`config.mk`:
```
export PLATFORM = sky130hd
export DESIGN_NAME = pwm_core_flat
export DESIGN_NICKNAME = d
export VERILOG_FILES = /design/src/rtl/pwm_pkg.sv /design/src/rtl/pwm_if.sv /design/src/rtl/pwm_counter.sv /design/src/rtl/pwm_core.sv /design/src/flat_wrapper.sv
export SDC_FILE = /design/constraint.sdc
export NUM_CORES = 1
export LEC_CHECK = 0
export BUFFER_PORTS_ARGS = -buffer_cell sky130_fd_sc_hd__buf_2
export CORE_ASPECT_RATIO = 0.7
export CORE_MARGIN = 4
export CORE_UTILIZATION = 27
export CTS_CLUSTER_DIAMETER = 100
export CTS_CLUSTER_SIZE = 20
export DETAILED_ROUTE_END_ITERATION = 12
export GPL_TIMING_DRIVEN = 0
export MAX_ROUTING_LAYER = met4
export PLACE_DENSITY = 0.58
export SYNTH_ARGS = -nofsm -noshare
export SYNTH_HDL_FRONTEND = slang
export SYNTH_SLANG_ARGS = --single-unit
```
`constraint.sdc`:
```
create_clock -name clk -period 6.55 [get_ports clk]
set_clock_uncertainty 0.1 [all_clocks]
set_input_delay 1.31 -clock clk [delete_from_list [all_inputs] [get_ports clk]]
set_output_delay 1.31 -clock clk [all_outputs]
set_load 0.01 [all_outputs]
```
`src/rtl/pwm_pkg.sv`:
```
// Shared constants for the PWM block.
package pwm_pkg;
  localparam int unsigned PWM_WIDTH = 16;
endpackage

```
`src/rtl/pwm_if.sv`:
```
// Configuration and output bundle of pwm_core. The master drives the configuration and the slave drives o_pwm.
interface pwm_if
  import pwm_pkg::*;
#(
  parameter int unsigned WIDTH = PWM_WIDTH
);
  logic             duty_sel;
  logic             pwm_core_EN;
  logic             main_counter_EN;
  logic             o_pwm_EN;
  logic [WIDTH-1:0] period_reg;
  logic [WIDTH-1:0] duty_reg;
  logic [WIDTH-1:0] i_DC;
  logic             o_pwm;

  modport master (
    output duty_sel, pwm_core_EN, main_counter_EN, o_pwm_EN,
    output period_reg, duty_reg, i_DC,
    input  o_pwm
  );

  modport slave (
    input  duty_sel, pwm_core_EN, main_counter_EN, o_pwm_EN,
    input  period_reg, duty_reg, i_DC,
    output o_pwm
  );
endinterface

```
`src/rtl/pwm_counter.sv`:
```
// Period counter: it clears when the block is disabled, holds when advance is off, and wraps at period-1.
module pwm_counter
  import pwm_pkg::*;
#(
  parameter int unsigned WIDTH = PWM_WIDTH
) (
  input  logic             clk,
  input  logic             rst,
  input  logic             core_en,
  input  logic             cnt_en,
  input  logic [WIDTH-1:0] period,
  output logic [WIDTH-1:0] cnt
);
  logic [WIDTH-1:0] cnt_d, cnt_q;
  logic [WIDTH:0]   cnt_inc;

  // The incremented count is compared one bit wider. With period=0 this pins the count at 0,
  // and the count never has to compare against period-1 wrapping round.
  always_comb begin
    cnt_inc = {1'b0, cnt_q} + (WIDTH+1)'(1);
    cnt_d   = cnt_q;
    if (!core_en) begin
      cnt_d = '0;
    end else if (cnt_en) begin
      if (cnt_inc >= {1'b0, period}) cnt_d = '0;
      else                           cnt_d = cnt_inc[WIDTH-1:0];
    end
  end

  always_ff @(posedge clk) begin
    if (rst) cnt_q <= '0;
    else     cnt_q <= cnt_d;
  end

  assign cnt = cnt_q;
endmodule

```
`src/rtl/pwm_core.sv`:
```
// PWM core: it selects the duty source, compares it against the period counter and registers the gated output.
module pwm_core
  import pwm_pkg::*;
#(
  parameter int unsigned WIDTH = PWM_WIDTH
) (
  input  logic clk,
  input  logic rst,
  pwm_if.slave bus
);
  logic [WIDTH-1:0] cnt;
  logic [WIDTH-1:0] duty;
  logic             o_pwm_d, o_pwm_q;

  pwm_counter #(.WIDTH(WIDTH)) u_counter (
    .clk     (clk),
    .rst     (rst),
    .core_en (bus.pwm_core_EN),
    .cnt_en  (bus.main_counter_EN),
    .period  (bus.period_reg),
    .cnt     (cnt)
  );

  always_comb begin
    duty    = bus.duty_sel ? bus.i_DC : bus.duty_reg;
    o_pwm_d = (cnt < duty) && bus.o_pwm_EN && bus.pwm_core_EN;
  end

  always_ff @(posedge clk) begin
    if (rst) o_pwm_q <= 1'b0;
    else     o_pwm_q <= o_pwm_d;
  end

  assign bus.o_pwm = o_pwm_q;
endmodule

```
`src/flat_wrapper.sv`:
```
// flat-port wrapper written by rule: the top's interface ports become plain ports
module pwm_core_flat import pwm_pkg::*;
#(
  parameter int unsigned WIDTH = PWM_WIDTH
)
  (clk, rst, bus_duty_sel, bus_pwm_core_EN, bus_main_counter_EN, bus_o_pwm_EN, bus_period_reg, bus_duty_reg, bus_i_DC, bus_o_pwm);
  pwm_if #(.WIDTH(WIDTH)) bus_i ();
  input  logic clk;
  input  logic rst;
  input wire logic [$bits(bus_i.duty_sel)-1:0] bus_duty_sel;
  input wire logic [$bits(bus_i.pwm_core_EN)-1:0] bus_pwm_core_EN;
  input wire logic [$bits(bus_i.main_counter_EN)-1:0] bus_main_counter_EN;
  input wire logic [$bits(bus_i.o_pwm_EN)-1:0] bus_o_pwm_EN;
  input wire logic [$bits(bus_i.period_reg)-1:0] bus_period_reg;
  input wire logic [$bits(bus_i.duty_reg)-1:0] bus_duty_reg;
  input wire logic [$bits(bus_i.i_DC)-1:0] bus_i_DC;
  output wire logic [$bits(bus_i.o_pwm)-1:0] bus_o_pwm;
  assign bus_i.duty_sel = bus_duty_sel;
  assign bus_i.pwm_core_EN = bus_pwm_core_EN;
  assign bus_i.main_counter_EN = bus_main_counter_EN;
  assign bus_i.o_pwm_EN = bus_o_pwm_EN;
  assign bus_i.period_reg = bus_period_reg;
  assign bus_i.duty_reg = bus_duty_reg;
  assign bus_i.i_DC = bus_i_DC;
  assign bus_o_pwm = bus_i.o_pwm;
  pwm_core #(.WIDTH(WIDTH)) u_core (.clk(clk), .rst(rst), .bus(bus_i));
endmodule
```
Word-level counts from Yosys, hierarchy flattened
Index checks and enable logic that the tools add are counted.
{ "classes": {"n_addsub": 1, "n_bitwise": 1, "mux": 2, "magnitude_cmp": 2, "reduce_logical": 3} }
{ "op_table": {"columns": ["cell", "n"], "rows": [
  ["2-to-1 mux 16 bit", 2],
  ["adder 16 x 1 -> 17 bit, second input constant", 1],
  ["greater-or-equal comparator 17 x 16 -> 1 bit", 1],
  ["less-than comparator 16 bit", 1],
  ["logical AND 1 bit", 2],
  ["OR reduction 2 bit", 1],
  ["inverter 1 bit", 1]
]} }
{ "word_totals": {"wordCells": 11, "output_inout_bits": 1, "in_bits": 54, "reg_bits": 17} }

Longest topological paths before layout
{ "logic_depth": {"depth_word": 4, "ltp_mapped": 12, "ltp_nobuf": 12} }

Hierarchy
Synthesis repeated with hierarchy kept, for this count alone.
{ "unflattened": {"cells_unflattened": 233, "hier_area_um2": 1904.3} }
{ "modules_own_cells": {"columns": ["mod", "n_inst", "cells_per_inst", "area_per_inst_um2"], "rows": [
  ["pwm_counter", 1, 176, 1371.3],
  ["pwm_core", 1, 57, 533.0]
]} }

Least setup slack after synthesis
Ideal clock, no wire load.
{ "synth_path": {"path_kind": "input to register", "from": "in bus_duty_sel", "to": "reg u_core.o_pwm_q, in the netlist u_core.bus.o_pwm", "path_slack_ns": 3.532, "n_path_buf": 2, "setup_ns": 0.070, "stages": 9, "t_arrival_ns": 2.848, "path_cell_list": "buf_2 -> buf_2 -> mux2i_1 -> ha_1 -> a21o_1 -> a21o_1 -> a21oi_1 -> o211ai_1 -> a21oi_1"} }
{ "synth_via": {"elab_chain_cells": 4} }
{ "synth_rtl": {"columns": ["element", "line", "source"], "rows": [
  ["start: declaration", "flat_wrapper.sv:10", "input wire logic [$bits(bus_i.duty_sel)-1:0] bus_duty_sel;"],
  ["2-to-1 mux 16 bit", "pwm_core.sv:25", "duty = bus.duty_sel ? bus.i_DC : bus.duty_reg;"],
  ["less-than comparator 16 bit", "pwm_core.sv:26", "o_pwm_d = (cnt < duty) && bus.o_pwm_EN && bus.pwm_core_EN;"],
  ["logical AND 1 bit (2 in series)", "pwm_core.sv:26", null],
  ["end signal: assignment", "pwm_core.sv:31", "else o_pwm_q <= o_pwm_d;"],
  ["end: declaration", "pwm_core.sv:13", "logic o_pwm_d, o_pwm_q;"]
]} }
Every way passes these cells.
A chain may end at the register's enable or synchronous reset.

Worst setup path after layout
{ "layout_path": {"from": "reg u_core.u_counter.cnt_q[0], in the netlist u_core.u_counter.cnt[0]", "to": "reg u_core.u_counter.cnt_q[13], in the netlist u_core.u_counter.cnt[13]"} }
{ "layout_via": {"elab_chain_cells": 3} }
{ "layout_rtl": {"columns": ["element", "line", "source"], "rows": [
  ["start: declaration", "pwm_counter.sv:14", "logic [WIDTH-1:0] cnt_d, cnt_q;"],
  ["start signal: assignment", "pwm_counter.sv:32", "else cnt_q <= cnt_d;"],
  ["adder 16 x 1 -> 17 bit *", "pwm_counter.sv:20", "cnt_inc = {1'b0, cnt_q} + (WIDTH+1)'(1);"],
  ["greater-or-equal comparator 17 x 16 -> 1 bit", "pwm_counter.sv:25", "if (cnt_inc >= {1'b0, period}) cnt_d = '0;"],
  ["2-to-1 mux 16 bit *", "pwm_counter.sv:25", null]
]} }
Mark *: on every way between the ends. The rest lies on a longest branch, timed or not.

==> summary.md <==
| Metric | Value |
|---|---|
| Final total power | `roughly 0.24 mW` |
| Hold Path Cell Cnt | `1` |
| Post-synth top flop | `dfxtp_1` |
| Nets | `355` |
| Largest family of logic cells by synthesized area | `adder cells` |
| IO Port Bufs | `53` |
| Power per cell area | `about 110 nW/um2` |
| Cell Area, Synth | `approximately 1800 um2` |
| WHS Endpoint | `u_core.u_counter.cnt[14]` |
| Internal power | `0.172 mW` |
| Worst-path fanout max | `10` |
| MaxCap Viol Count | `0` |
| Vias per inst | `between 4 and 5` |
| Routed vias | `approximately 1700` |
| WS Path Type | `flop to flop` |
| Max Clk Rate | `around 0.28 GHz` |
| Adder-Cell Fraction of Synth Area | `21.8%` |
| Final WL | `4650 um` |
| Status | `finished, final reports clean` |
| Share of layout cells above drive strength 1 | `between 20% and 30%` |
| Synthesized Nets | `around 300` |
| Post-synth top area share | `between 20% and 30%` |
| Asr flop ratio synth | `0%` |
| Clock Latency Late Sink | `~0.26 ns` |
| Fin cells | `about 360` |
| Worst Path Arrival | `roughly 3.7 ns` |
| Pin count of the biggest net entering global routing | `11` |
| CORE AREA | `between 6000 and 7000 um2` |
| Post-Synth Simple-Gate Area | `17.5%` |
| GRT overflow | `0` |
| DPL Wire Length | `3990 um` |
| Kind of end point of the critical path | `flop` |
| Initial DRC count | `64` |
| Clk pwr share | `34.2%` |
| Number of global-route vias before repair | `approximately 1700` |
| Commonest cells in the synthesized netlist | `32 x ha_1, 19 x inv_1, 17 x dfxtp_1` |
| H-Tree Depth | `1` |
| Reg-to-Reg End | `u_core.u_counter.cnt[13]` |
| EDFF count, synth | `0` |
| Worst r2r src | `u_core.u_counter.cnt[0]` |
| Post-Synth XOR/XNOR Area | `approximately 6.7%` |
| Min-delay src | `u_core.u_counter.cnt[14]` |
| First-pass GRT wire length | `7930 um` |
| Peak supply drop | `0.0535 mV` |
| Die Ht | `77.0 um` |
| Worst hold slack | `around 0.46 ns` |
| Sequential share of power | `between 40% and 50%` |
| Worst reg2reg path depth | `12` |
| Initial antenna violation count | `0` |
| Area Overhead vs Synth | `23.2%` |
| Worst Tran Pin Value | `between 0.5 and 0.6 ns` |
| Antenna-violating nets left | `0` |
| CP Launch Type | `flop` |
| Num CTS Buffers | `3` |
| Gate Count Post-Synth | `~210` |
| Chip Width | `107 um` |
| DRC errors left | `0` |
| Most numerous cell in the Yosys netlist | `ha_1` |
| Root buffer cell | `clkbuf_8` |
| Cell area after layout | `2260 um2` |
| Wire per inst | `approximately 13 um` |
| Switching power | `about 0.066 mW` |
| Final setup viols | `0` |
| Yosys reg bits | `17` |
| Initial Util | `approximately 29%` |
| Cts repair resizes | `0` |
| Synth unique cells | `37` |
| Hold Vio Cnt, Final | `0` |
| ANT cells | `0` |
| Minimum clock period | `3.61 ns` |
| Fill cells | `717` |
| CTS tree | `done` |
| Avg Cell Area, Syn | `about 8.7 um2` |
| Setup slack, reg-to-reg | `2.94 ns` |
| CTS clk-pin slew, worst paths | `around 0.070 ns` |
| Die area | `slightly above 8000 um2` |
| CTS Sinks | `17` |
| # hold bufs at CTS | `0` |
| Max-slew violations | `0` |
| Ranking of synthesized cells by area | `ha_1 22%, dfxtp_1 19%, mux2i_1 8.7%, a22o_1 4.3%, a21o_1 4.1%` |
| Mux contribution to synthesized area | `8.73%` |
| Setup Buffers After CTS | `0` |
| Clk buf depth | `2` |
| Placed cell area | `between 2000 and 2500 um2` |
| Placer Congestion | `0.809` |
| Final Cycle Share | `between 50 and 60%` |
| Required time of the critical path | `6.65 ns` |
| Cells after DPL | `about 360` |
| Headroom to the max-slew limit | `roughly 60%` |
| Unrepaired setup endpoints after global routing | `false` |
| Row cnt | `24` |
| Synth Area in Compound Gates | `21.8%` |
| Total track usage | `12.0%` |
| Switching Share | `between 20% and 30%` |
| HP Class | `flop to flop` |
| IO Pins | `55` |
| Area leader, netlist | `ha_1` |
| Setup TNS Final | `0 ns` |
| First drt pass iteration count | `4` |
| Comb pwr share | `between 20% and 30%` |
| Sequential fraction of the synthesis area | `a little under a fifth` |
| Synth warnings | `0` |
| Lkg Pwr | `approximately 1.2 nW` |
[layout make-up]
type / instances / area, um2 / area share (%)
plain buffers: 4 / 20.0 / 0.886
multi-input cells: 171 / 1400 / 62.1
clock buffers: 3 / 41.3 / 1.83
flip-flops and latches: 17 / 340 / 15.1
repair buffers: 53 / 265 / 11.7
inverters: 19 / 71.3 / 3.16
well taps: 91 / 114 / 5.04
clock inverters: 1 / 5.00 / 0.221
[kinds of logic (layout without fill, tap and decap cells)]
kind of cell,count (synthesis),in the layout
buffers and inverters,23,80
multiplexers,16,16
AND/OR/NAND/NOR,57,57
XOR/XNOR,14,14
AO/OA/AOI/OAI,52,52
adder cells (fa/ha/maj),32,32
flip-flops,17,17
[worst max-delay path by stage]
stage / from / to / slack [ns] / depth (start not counted)
2_1_floorplan: bus_duty_sel / u_core.bus.o_pwm / 3.53 / 9
3_3_place_gp: u_core.u_counter.cnt[0] / u_core.u_counter.cnt[13] / 3.04 / 12
3_5_place_dp: u_core.u_counter.cnt[0] / u_core.u_counter.cnt[13] / 3.00 / 12
4_1_cts: u_core.u_counter.cnt[0] / u_core.u_counter.cnt[13] / 2.94 / 12
5_1_grt: u_core.u_counter.cnt[0] / u_core.u_counter.cnt[13] / 2.69 / 12
6_report: u_core.u_counter.cnt[0] / u_core.u_counter.cnt[13] / 2.94 / 12
[critical path, cell delays in order, from the launching register on]
cell and delay [ns]:
dfxtp_1 0.49, ha_1 0.36, and3_1 0.24, and3_1 0.27
and3_1 0.20, xor2_1 0.21, ha_1 0.29, a211oi_2 0.25
o21ai_2 0.12, a211oi_4 0.34, o211ai_4 0.21, nor2_4 0.28
a22o_1 0.19
[state kept, by name, indices dropped and copies added, names as in the netlist]
signal	count
u_core.bus.o_pwm	1
u_core.u_counter.cnt	16
[through the flow]
stage	utilization (%)	worst slack (ns)
2_1_floorplan	-	3.53
3_3_place_gp	34.6	3.04
3_5_place_dp	34.6	3.00
4_1_cts	35.3	2.94
5_1_grt	35.3	2.69
6_report	35.3	2.94
[power groups by stage]
stage,combinational (mW),sequential [mW],clock [mW]
after CTS,0.0524,0.105,0.0839
after detailed placement,0.0521,0.107,0
after global placement,0.0506,0.107,0
after global routing,0.0594,0.105,0.0906
after floorplan,0.0292,0.107,0
final,0.0516,0.105,0.0812
[cells in the final DEF, fill, tap and decap left out]
master	netlist	layout
nor3b_1	2	2
nor2_2	1	1
o2111ai_2	1	1
nand3_2	1	1
a21boi_0	1	1
o22ai_1	1	1
nand3_1	7	7
nor2_4	1	1
nor4b_2	1	1
a21oi_1	9	9
and4_1	2	2
a22o_1	9	9
buf_2	3	56
nor2b_1	2	2
xnor2_1	8	8
a211oi_2	1	1
clkbuf_2	1	1
clkbuf_8	0	3
a211oi_4	1	1
nand4_1	9	9
and3_1	4	4
clkinv_2	0	1
o21a_1	1	1
a21o_1	10	10
o31ai_4	1	1
nor2_1	10	10
o211ai_1	2	2
ha_1	32	32
nor3_1	6	6
o21ai_0	13	13
dfxtp_1	17	17
nand2_1	8	8
o211ai_4	1	1
nand2b_1	2	2
inv_1	19	19
xor2_1	6	6
mux2i_1	16	16
nor4_1	1	1
o21ai_2	1	1
[metal layers]
metal / up-vias / global-route usage (%) / wire length (um)
met5: - / - / 0
met4: 0 / 1.15 / 9
met3: 3 / 3.02 / 259
met2: 46 / 18.5 / 2020
met1: 769 / 16.4 / 2370
li1: 896 / - / -
Note: power is estimated with default switching activity, not from simulation.
